--- src/rtl/rj_seq_monitor_if.sv ---
// rj_seq_monitor_if: counter sample inputs and status outputs of the sequence monitor
interface rj_seq_monitor_if #(
    parameter int CNT_W = 8,
    parameter int ERR_W = 8
);
    logic [3:0]       q_in;
    logic             rj_in;
    logic             clr_stats;
    logic [2:0]       step;
    logic             step_valid;
    logic             illegal_code;
    logic             seq_err;
    logic             locked;
    logic             wrap_pulse;
    logic [CNT_W-1:0] cycle_cnt;
    logic [ERR_W-1:0] err_cnt;

    modport master (
        output q_in, rj_in, clr_stats,
        input  step, step_valid, illegal_code, seq_err, locked, wrap_pulse, cycle_cnt, err_cnt
    );

    modport slave (
        input  q_in, rj_in, clr_stats,
        output step, step_valid, illegal_code, seq_err, locked, wrap_pulse, cycle_cnt, err_cnt
    );
endinterface

--- src/rtl/rj_seq_monitor.sv ---
// rj_seq_monitor: decodes ring/Johnson counter states and checks lock, wraps and sequence errors
module rj_seq_monitor #(
    parameter int CNT_W  = 8,
    parameter int ERR_W  = 8,
    parameter int LOCK_N = 4
) (
    input logic clk,
    input logic rst,
    rj_seq_monitor_if.slave bus
);
    typedef enum logic {UNLOCKED, LOCKED} state_t;

    state_t           state_q, state_d;
    logic [3:0]       run_q, run_d;
    logic [3:0]       prev_code_q;
    logic             prev_rj_q;
    logic             have_prev_q;
    logic [2:0]       step_q, step_d;
    logic             step_valid_q, step_valid_d;
    logic             illegal_code_q, illegal_code_d;
    logic             seq_err_q, seq_err_d;
    logic             wrap_q, wrap_d;
    logic [CNT_W-1:0] cycle_q, cycle_d;
    logic [ERR_W-1:0] err_q, err_d;
    logic             p_ill, p_val, check, mode_chg, legal;
    logic [2:0]       p_step;
    logic [3:0]       ring_nxt;

    // Returns {illegal, valid, step}; ring start code 0000 is neither illegal nor valid
    function automatic logic [4:0] decode(input logic [3:0] c, input logic r);
        if (r) begin
            case (c)
                4'b0000: decode = 5'b00_000;
                4'b0001: decode = 5'b01_000;
                4'b0010: decode = 5'b01_001;
                4'b0100: decode = 5'b01_010;
                4'b1000: decode = 5'b01_011;
                default: decode = 5'b10_000;
            endcase
        end else begin
            case (c)
                4'b0000: decode = 5'b01_000;
                4'b1000: decode = 5'b01_001;
                4'b1100: decode = 5'b01_010;
                4'b1110: decode = 5'b01_011;
                4'b1111: decode = 5'b01_100;
                4'b0111: decode = 5'b01_101;
                4'b0011: decode = 5'b01_110;
                4'b0001: decode = 5'b01_111;
                default: decode = 5'b10_000;
            endcase
        end
    endfunction

    // Decode the sample, judge the transition from the previous sample and step the lock FSM
    always_comb begin
        {illegal_code_d, step_valid_d, step_d} = decode(bus.q_in, bus.rj_in);
        {p_ill, p_val, p_step} = decode(prev_code_q, bus.rj_in);
        check    = have_prev_q && (bus.rj_in == prev_rj_q);
        mode_chg = have_prev_q && (bus.rj_in != prev_rj_q);
        ring_nxt = (prev_code_q == 4'b0000 || prev_code_q == 4'b1000) ? 4'b0001 : {prev_code_q[2:0], 1'b0};
        legal    = bus.rj_in ? (!p_ill && bus.q_in == ring_nxt)
                             : (p_val && step_valid_d && step_d == p_step + 3'd1);
        wrap_d   = check && legal && (prev_code_q == (bus.rj_in ? 4'b1000 : 4'b0001));
        state_d   = state_q;
        run_d     = run_q;
        seq_err_d = 1'b0;
        if (mode_chg) begin
            state_d = UNLOCKED;
            run_d   = 4'd0;
        end else if (check) begin
            if (state_q == LOCKED) begin
                if (!legal) begin
                    seq_err_d = 1'b1;
                    state_d   = UNLOCKED;
                    run_d     = 4'd0;
                end
            end else if (legal) begin
                run_d = run_q + 4'd1;
                if (run_d == 4'(LOCK_N)) state_d = LOCKED;
            end else begin
                run_d = 4'd0;
            end
        end
        cycle_d = bus.clr_stats ? '0 : cycle_q + (wrap_d ? CNT_W'(1) : '0);
        err_d   = bus.clr_stats ? '0 : (seq_err_d && !(&err_q)) ? err_q + ERR_W'(1) : err_q;
    end

    // Register all state and outputs; reset clears everything immediately
    always_ff @(posedge clk or posedge rst) begin
        if (rst) begin
            state_q        <= UNLOCKED;
            run_q          <= '0;
            prev_code_q    <= '0;
            prev_rj_q      <= 1'b0;
            have_prev_q    <= 1'b0;
            step_q         <= '0;
            step_valid_q   <= 1'b0;
            illegal_code_q <= 1'b0;
            seq_err_q      <= 1'b0;
            wrap_q         <= 1'b0;
            cycle_q        <= '0;
            err_q          <= '0;
        end else begin
            state_q        <= state_d;
            run_q          <= run_d;
            prev_code_q    <= bus.q_in;
            prev_rj_q      <= bus.rj_in;
            have_prev_q    <= 1'b1;
            step_q         <= step_d;
            step_valid_q   <= step_valid_d;
            illegal_code_q <= illegal_code_d;
            seq_err_q      <= seq_err_d;
            wrap_q         <= wrap_d;
            cycle_q        <= cycle_d;
            err_q          <= err_d;
        end
    end

    assign bus.step         = step_q;
    assign bus.step_valid   = step_valid_q;
    assign bus.illegal_code = illegal_code_q;
    assign bus.seq_err      = seq_err_q;
    assign bus.locked       = (state_q == LOCKED);
    assign bus.wrap_pulse   = wrap_q;
    assign bus.cycle_cnt    = cycle_q;
    assign bus.err_cnt      = err_q;
endmodule

--- src/flat_wrapper.sv ---
// flat-port wrapper written by rule: the top's interface ports become plain ports
module rj_seq_monitor_flat 
#(
    parameter int CNT_W  = 8,
    parameter int ERR_W  = 8,
    parameter int LOCK_N = 4
)
  (clk, rst, bus_q_in, bus_rj_in, bus_clr_stats, bus_step, bus_step_valid, bus_illegal_code, bus_seq_err, bus_locked, bus_wrap_pulse, bus_cycle_cnt, bus_err_cnt);
  rj_seq_monitor_if #(.CNT_W(CNT_W), .ERR_W(ERR_W)) bus_i ();
  input logic clk;
  input logic rst;
  input wire logic [$bits(bus_i.q_in)-1:0] bus_q_in;
  input wire logic [$bits(bus_i.rj_in)-1:0] bus_rj_in;
  input wire logic [$bits(bus_i.clr_stats)-1:0] bus_clr_stats;
  output wire logic [$bits(bus_i.step)-1:0] bus_step;
  output wire logic [$bits(bus_i.step_valid)-1:0] bus_step_valid;
  output wire logic [$bits(bus_i.illegal_code)-1:0] bus_illegal_code;
  output wire logic [$bits(bus_i.seq_err)-1:0] bus_seq_err;
  output wire logic [$bits(bus_i.locked)-1:0] bus_locked;
  output wire logic [$bits(bus_i.wrap_pulse)-1:0] bus_wrap_pulse;
  output wire logic [$bits(bus_i.cycle_cnt)-1:0] bus_cycle_cnt;
  output wire logic [$bits(bus_i.err_cnt)-1:0] bus_err_cnt;
  assign bus_i.q_in = bus_q_in;
  assign bus_i.rj_in = bus_rj_in;
  assign bus_i.clr_stats = bus_clr_stats;
  assign bus_step = bus_i.step;
  assign bus_step_valid = bus_i.step_valid;
  assign bus_illegal_code = bus_i.illegal_code;
  assign bus_seq_err = bus_i.seq_err;
  assign bus_locked = bus_i.locked;
  assign bus_wrap_pulse = bus_i.wrap_pulse;
  assign bus_cycle_cnt = bus_i.cycle_cnt;
  assign bus_err_cnt = bus_i.err_cnt;
  rj_seq_monitor #(.CNT_W(CNT_W), .ERR_W(ERR_W), .LOCK_N(LOCK_N)) u_core (.clk(clk), .rst(rst), .bus(bus_i));
endmodule
--- config.mk ---
export PLATFORM = sky130hd
export DESIGN_NAME = rj_seq_monitor_flat
export DESIGN_NICKNAME = d
export VERILOG_FILES = /design/src/rtl/rj_seq_monitor_if.sv /design/src/rtl/rj_seq_monitor.sv /design/src/flat_wrapper.sv
export SDC_FILE = /design/constraint.sdc
export NUM_CORES = 1
export LEC_CHECK = 0
export CAP_MARGIN = 10
export CORE_AREA = 2 2 72 74
export DETAILED_ROUTE_END_ITERATION = 10
export DIE_AREA = 0 0 74 76
export PLACE_DENSITY = 0.67
export SYNTH_ARGS = -nofsm -noshare
export SYNTH_HDL_FRONTEND = slang
export SYNTH_SLANG_ARGS = --single-unit
--- constraint.sdc ---
create_clock -name clk -period 3.7 [get_ports clk]
set_input_delay 0.74 -clock clk [delete_from_list [all_inputs] [get_ports clk]]
set_output_delay 0.74 -clock clk [all_outputs]
set_load 0.01 [all_outputs]
==> metrics.md <==
| Metric | Value |
|---|---|
| Fin Hold WS | ~0.52 ns |
| Via count | 1606 |
| Pre-CTS setup slack | -0.0661 ns |
| Crit. End Element | flop |
| Gr usage total | 0.159 |
| CTS buffer count | 5 |
| Clock sinks | 34 |
| Pins Over Slew Limit | 0 |
| Drt wl/cell | between 10 and 15 µm |
| Synth Area per Inst | about 10 µm² |
| Setup WS post-layout | between 0.4 and 0.5 ns |
| Routed WL | about 4000 µm |
| Critical path's top delay family | simple AND/OR/NAND/NOR gates |
| IO Pins | 32 |
| Max stage delay on crit path | 0.46 ns |
| Number of iterations in the first detailed-routing pass | 4 |
| CP Launch Type | primary input |
| CP Cell Sequence | clkdlybuf4s50_1, buf_12, and2b_1, o311ai_1, o31a_2, and4_4, o2bb2ai_4, nand2_1, nor2_1, ha_1, ha_1, nand3_1, xor2_1, nor2_1 |
| Static leakage | 1.13 nW |
| Slew margin rel. | 0.542 |
| Buf+Inv Stages, Crit Path | 2 |
| Dominant cells by area after synthesis | dfrtp_1, nor2_1, xnor2_1 |
| Layout cells sized above 1 | 0.211 |
| RSZ-0062 raised after global routing | false |
| Area growth syn-to-layout | 24.2% |
| # resized after CTS | 0 |
| Hold EP | u_core.bus.locked$_DFFE_PP0P_ |
| Chip width | 74 µm |
| Placed insts | 309 |
| DP Wirelength | between 2000 and 3000 µm |
| Total gr overflow | 0 |
| Status | finished clean |
| Die ar. | 5620 µm² |
| Async S/R FF share, synth | 1.00 |
| Hold_sp | u_core.have_prev_q$_DFF_PP0_ |
| Syn_nets | approximately 220 |
| Filler instances | ~440 |
| Maximum clock frequency | between 300 and 400 MHz |
| Post-layout util | 0.540 |
| Worst-margin pin slew | about 0.7 ns |
| H-tree Lvls | 2 |
| Initial Util | 0.435 |
| Max_cap viols | 0 |
| Largest net degree at the start of global routing | 35 |
| Post-synth top area cell | dfrtp_1 |
| Final min period | between 3 and 4 ns |
| Final Instance Count excl. Fillers | roughly 320 |
| Vias/cell | ~5.1 |
| Antenna violations before repair | 0 |
| Final total power | 802 µW |
| Req. time, crit path | about 3.9 ns |
| Post-synth EDFFs | 0 |
| Most used DFF post-synth | dfrtp_1 |
| CP max stage cell | clkdlybuf4s50_1 |
| Worst reg-to-reg path cell count | 15 |
| Die height | 76 µm |
| Count of final setup violators | 0 |
| Routed Antenna Nets | 0 |
| Most frequent cell after synthesis | dfrtp_1 |
| I/O Buffers | 31 |
| #FFs+latches synth | 34 |
| Synth Warn # | 0 |
| Kind of critical path | in -> reg |
| First-pass GRT wire length | around 7000 µm |
| Hold-fix buffers, CTS | 0 |
| Ant diodes | 0 |
| Post-Syn Area | ~2100 µm² |
| Core Box Area | 4910 µm² |
| HP Class | reg -> reg |
| Post-CTS setup buffers | 0 |
| WHS Path Cells | 1 |
| Post-synthesis sequential area ratio | 0.398 |
| Cell Pwr Density | 302 nW/µm² |
| Final Wtd Congestion | around 0.77 |
| Distinct cells, synth | 62 |
| CTS tree | built |
| Later-pin clock latency in the skew report | around 0.29 ns |
| Remaining routing DRC violations | 0 |
| Starting DRT DRC Count | 84 |
| Share of the synthesized area in the top cell type | 0.398 |
| Vias in the first global route | roughly 1500 |
| Mapped Cells | between 200 and 250 |
| Maximum clock insertion buffer count | 2 |
| # rows | 26 |
| Critical Path AT | between 3 and 4 ns |
| Worst VDD drop | slightly above 0.0002 V |
| Final period utilization | 0.868 |
| Root Buffer | clkbuf_8 |
| Clock Skew | roughly 0.0040 ns |
| R2r endpoint | u_core.bus.cycle_cnt[6]$_DFF_PP0_ |
| CTS clk-pin slew, worst paths | roughly 0.07 ns |
| Post-synth top cells | dfrtp_1, nor2_1, nand2_1, xnor2_1 |
| Final hold violations | 0 |
| RR Startpoint | u_core.prev_code_q[0]$_DFF_PP0_ |
| CP max FO | 15 |
| Layout Nets | around 260 |
| Register-to-register setup slack | approximately 0.61 ns |
[report_power, final]
group	leakage (nW)	switching, mW	internal, mW	total [mW]
clock network	0.0472	0.141	0.150	0.290
registers	0.454	0.0103	0.379	0.390
logic	0.631	0.0614	0.0607	0.122
total	1.13	0.212	0.590	0.802
[worst max path at each step]
stage / startpoint / endpoint / slack [ns] / depth (start not counted)
detailed placement: bus_rj_in / u_core.bus.cycle_cnt[6]$_DFF_PP0_ / -0.07 / 16
floorplan: bus_rj_in / u_core.bus.cycle_cnt[5]$_DFF_PP0_ / 0.24 / 17
finish: bus_q_in[2] / u_core.bus.cycle_cnt[6]$_DFF_PP0_ / 0.49 / 14
global route: bus_q_in[0] / u_core.bus.cycle_cnt[6]$_DFF_PP0_ / 0.20 / 13
CTS: bus_rj_in / u_core.bus.cycle_cnt[6]$_DFF_PP0_ / 0.24 / 16
global placement: bus_rj_in / u_core.bus.cycle_cnt[4]$_DFF_PP0_ / 0.009 / 14
[metal layers]
metal,part of all wire,GRT usage,vias to the layer above
met3,0.046,0.0410,7
li1,-,-,804
met4,0.018,0.0545,0
met2,0.47,0.245,38
met5,0,0,-
met1,0.46,0.217,757
[metrics by stage]
| stage | cell area [µm²] | TNS (ns) |
|---|---|---|
| 2_1_floorplan | 2140 | 0 |
| 3_3_place_gp | 2560 | 0 |
| 3_5_place_dp | 2560 | -0.182 |
| 4_1_cts | 2650 | 0 |
| 5_1_grt | 2650 | 0 |
| 6_report | 2650 | 0 |
[worst reg2reg max path: stages, from the launching register on]
cell and delay (ns):
dfrtp_1 0.62, nand4bb_1 0.19, o22ai_1 0.08, a21oi_1 0.17, inv_1 0.06, ha_1 0.19
xnor3_1 0.35, and4_4 0.24, o2bb2ai_4 0.11, nand2_1 0.08, nor2_1 0.15, ha_1 0.18
ha_1 0.21, nand3_1 0.11, xor2_1 0.15, nor2_1 0.05
[layout by cell type (no fill, tap or decap), types with 3 or more instances in the layout]
| cell | instances |
|---|---|
| nor3_1 | 6 |
| xnor2_1 | 9 |
| xor2_1 | 7 |
| nand4_1 | 4 |
| clkdlybuf4s50_1 | 30 |
| nand2_1 | 11 |
| nand3b_1 | 3 |
| nor2_1 | 21 |
| a31oi_1 | 4 |
| dfrtp_1 | 34 |
| mux2i_1 | 3 |
| ha_1 | 5 |
| nand3_1 | 8 |
| inv_1 | 8 |
| nor2b_1 | 6 |
| and3_1 | 3 |
| buf_4 | 15 |
| clkbuf_8 | 6 |
| or3_1 | 3 |
| a21oi_1 | 5 |
[state kept, by name, indices dropped and copies added, names as in the netlist]
| name | cells |
|---|---|
| u_core.bus.cycle_cnt | 8 |
| u_core.bus.err_cnt | 8 |
| u_core.bus.illegal_code | 1 |
| u_core.bus.locked | 1 |
| u_core.bus.seq_err | 1 |
| u_core.bus.step | 3 |
| u_core.bus.step_valid | 1 |
| u_core.bus.wrap_pulse | 1 |
| u_core.have_prev_q | 1 |
| u_core.prev_code_q | 4 |
| u_core.prev_rj_q | 1 |
| u_core.run_q | 4 |
[cell type report]
class | instances | area [µm²] | share of cell area
clock buffers | 6 | 82.6 | 0.0311
clock inverters | 2 | 12.5 | 0.00471
inverters | 8 | 30.0 | 0.0113
multi-input cells | 150 | 1140 | 0.431
flip-flops and latches | 34 | 851 | 0.321
well taps | 70 | 87.6 | 0.0330
repair buffers | 47 | 445 | 0.168
[kinds of logic after synthesis]
kind of cell | after synthesis | share of synthesized area
muxes | 7 | 0.0386
xor gates and xnor gates | 18 | 0.0837
and+or+nand+nor | 85 | 0.227
buffers and inverters | 20 | 0.0662
DFF | 34 | 0.398
adders and majority gates | 6 | 0.0340
AOI/OAI and AO/OA | 33 | 0.151
other | 1 | 0.00175
Power figures use the tool's default switching activity.
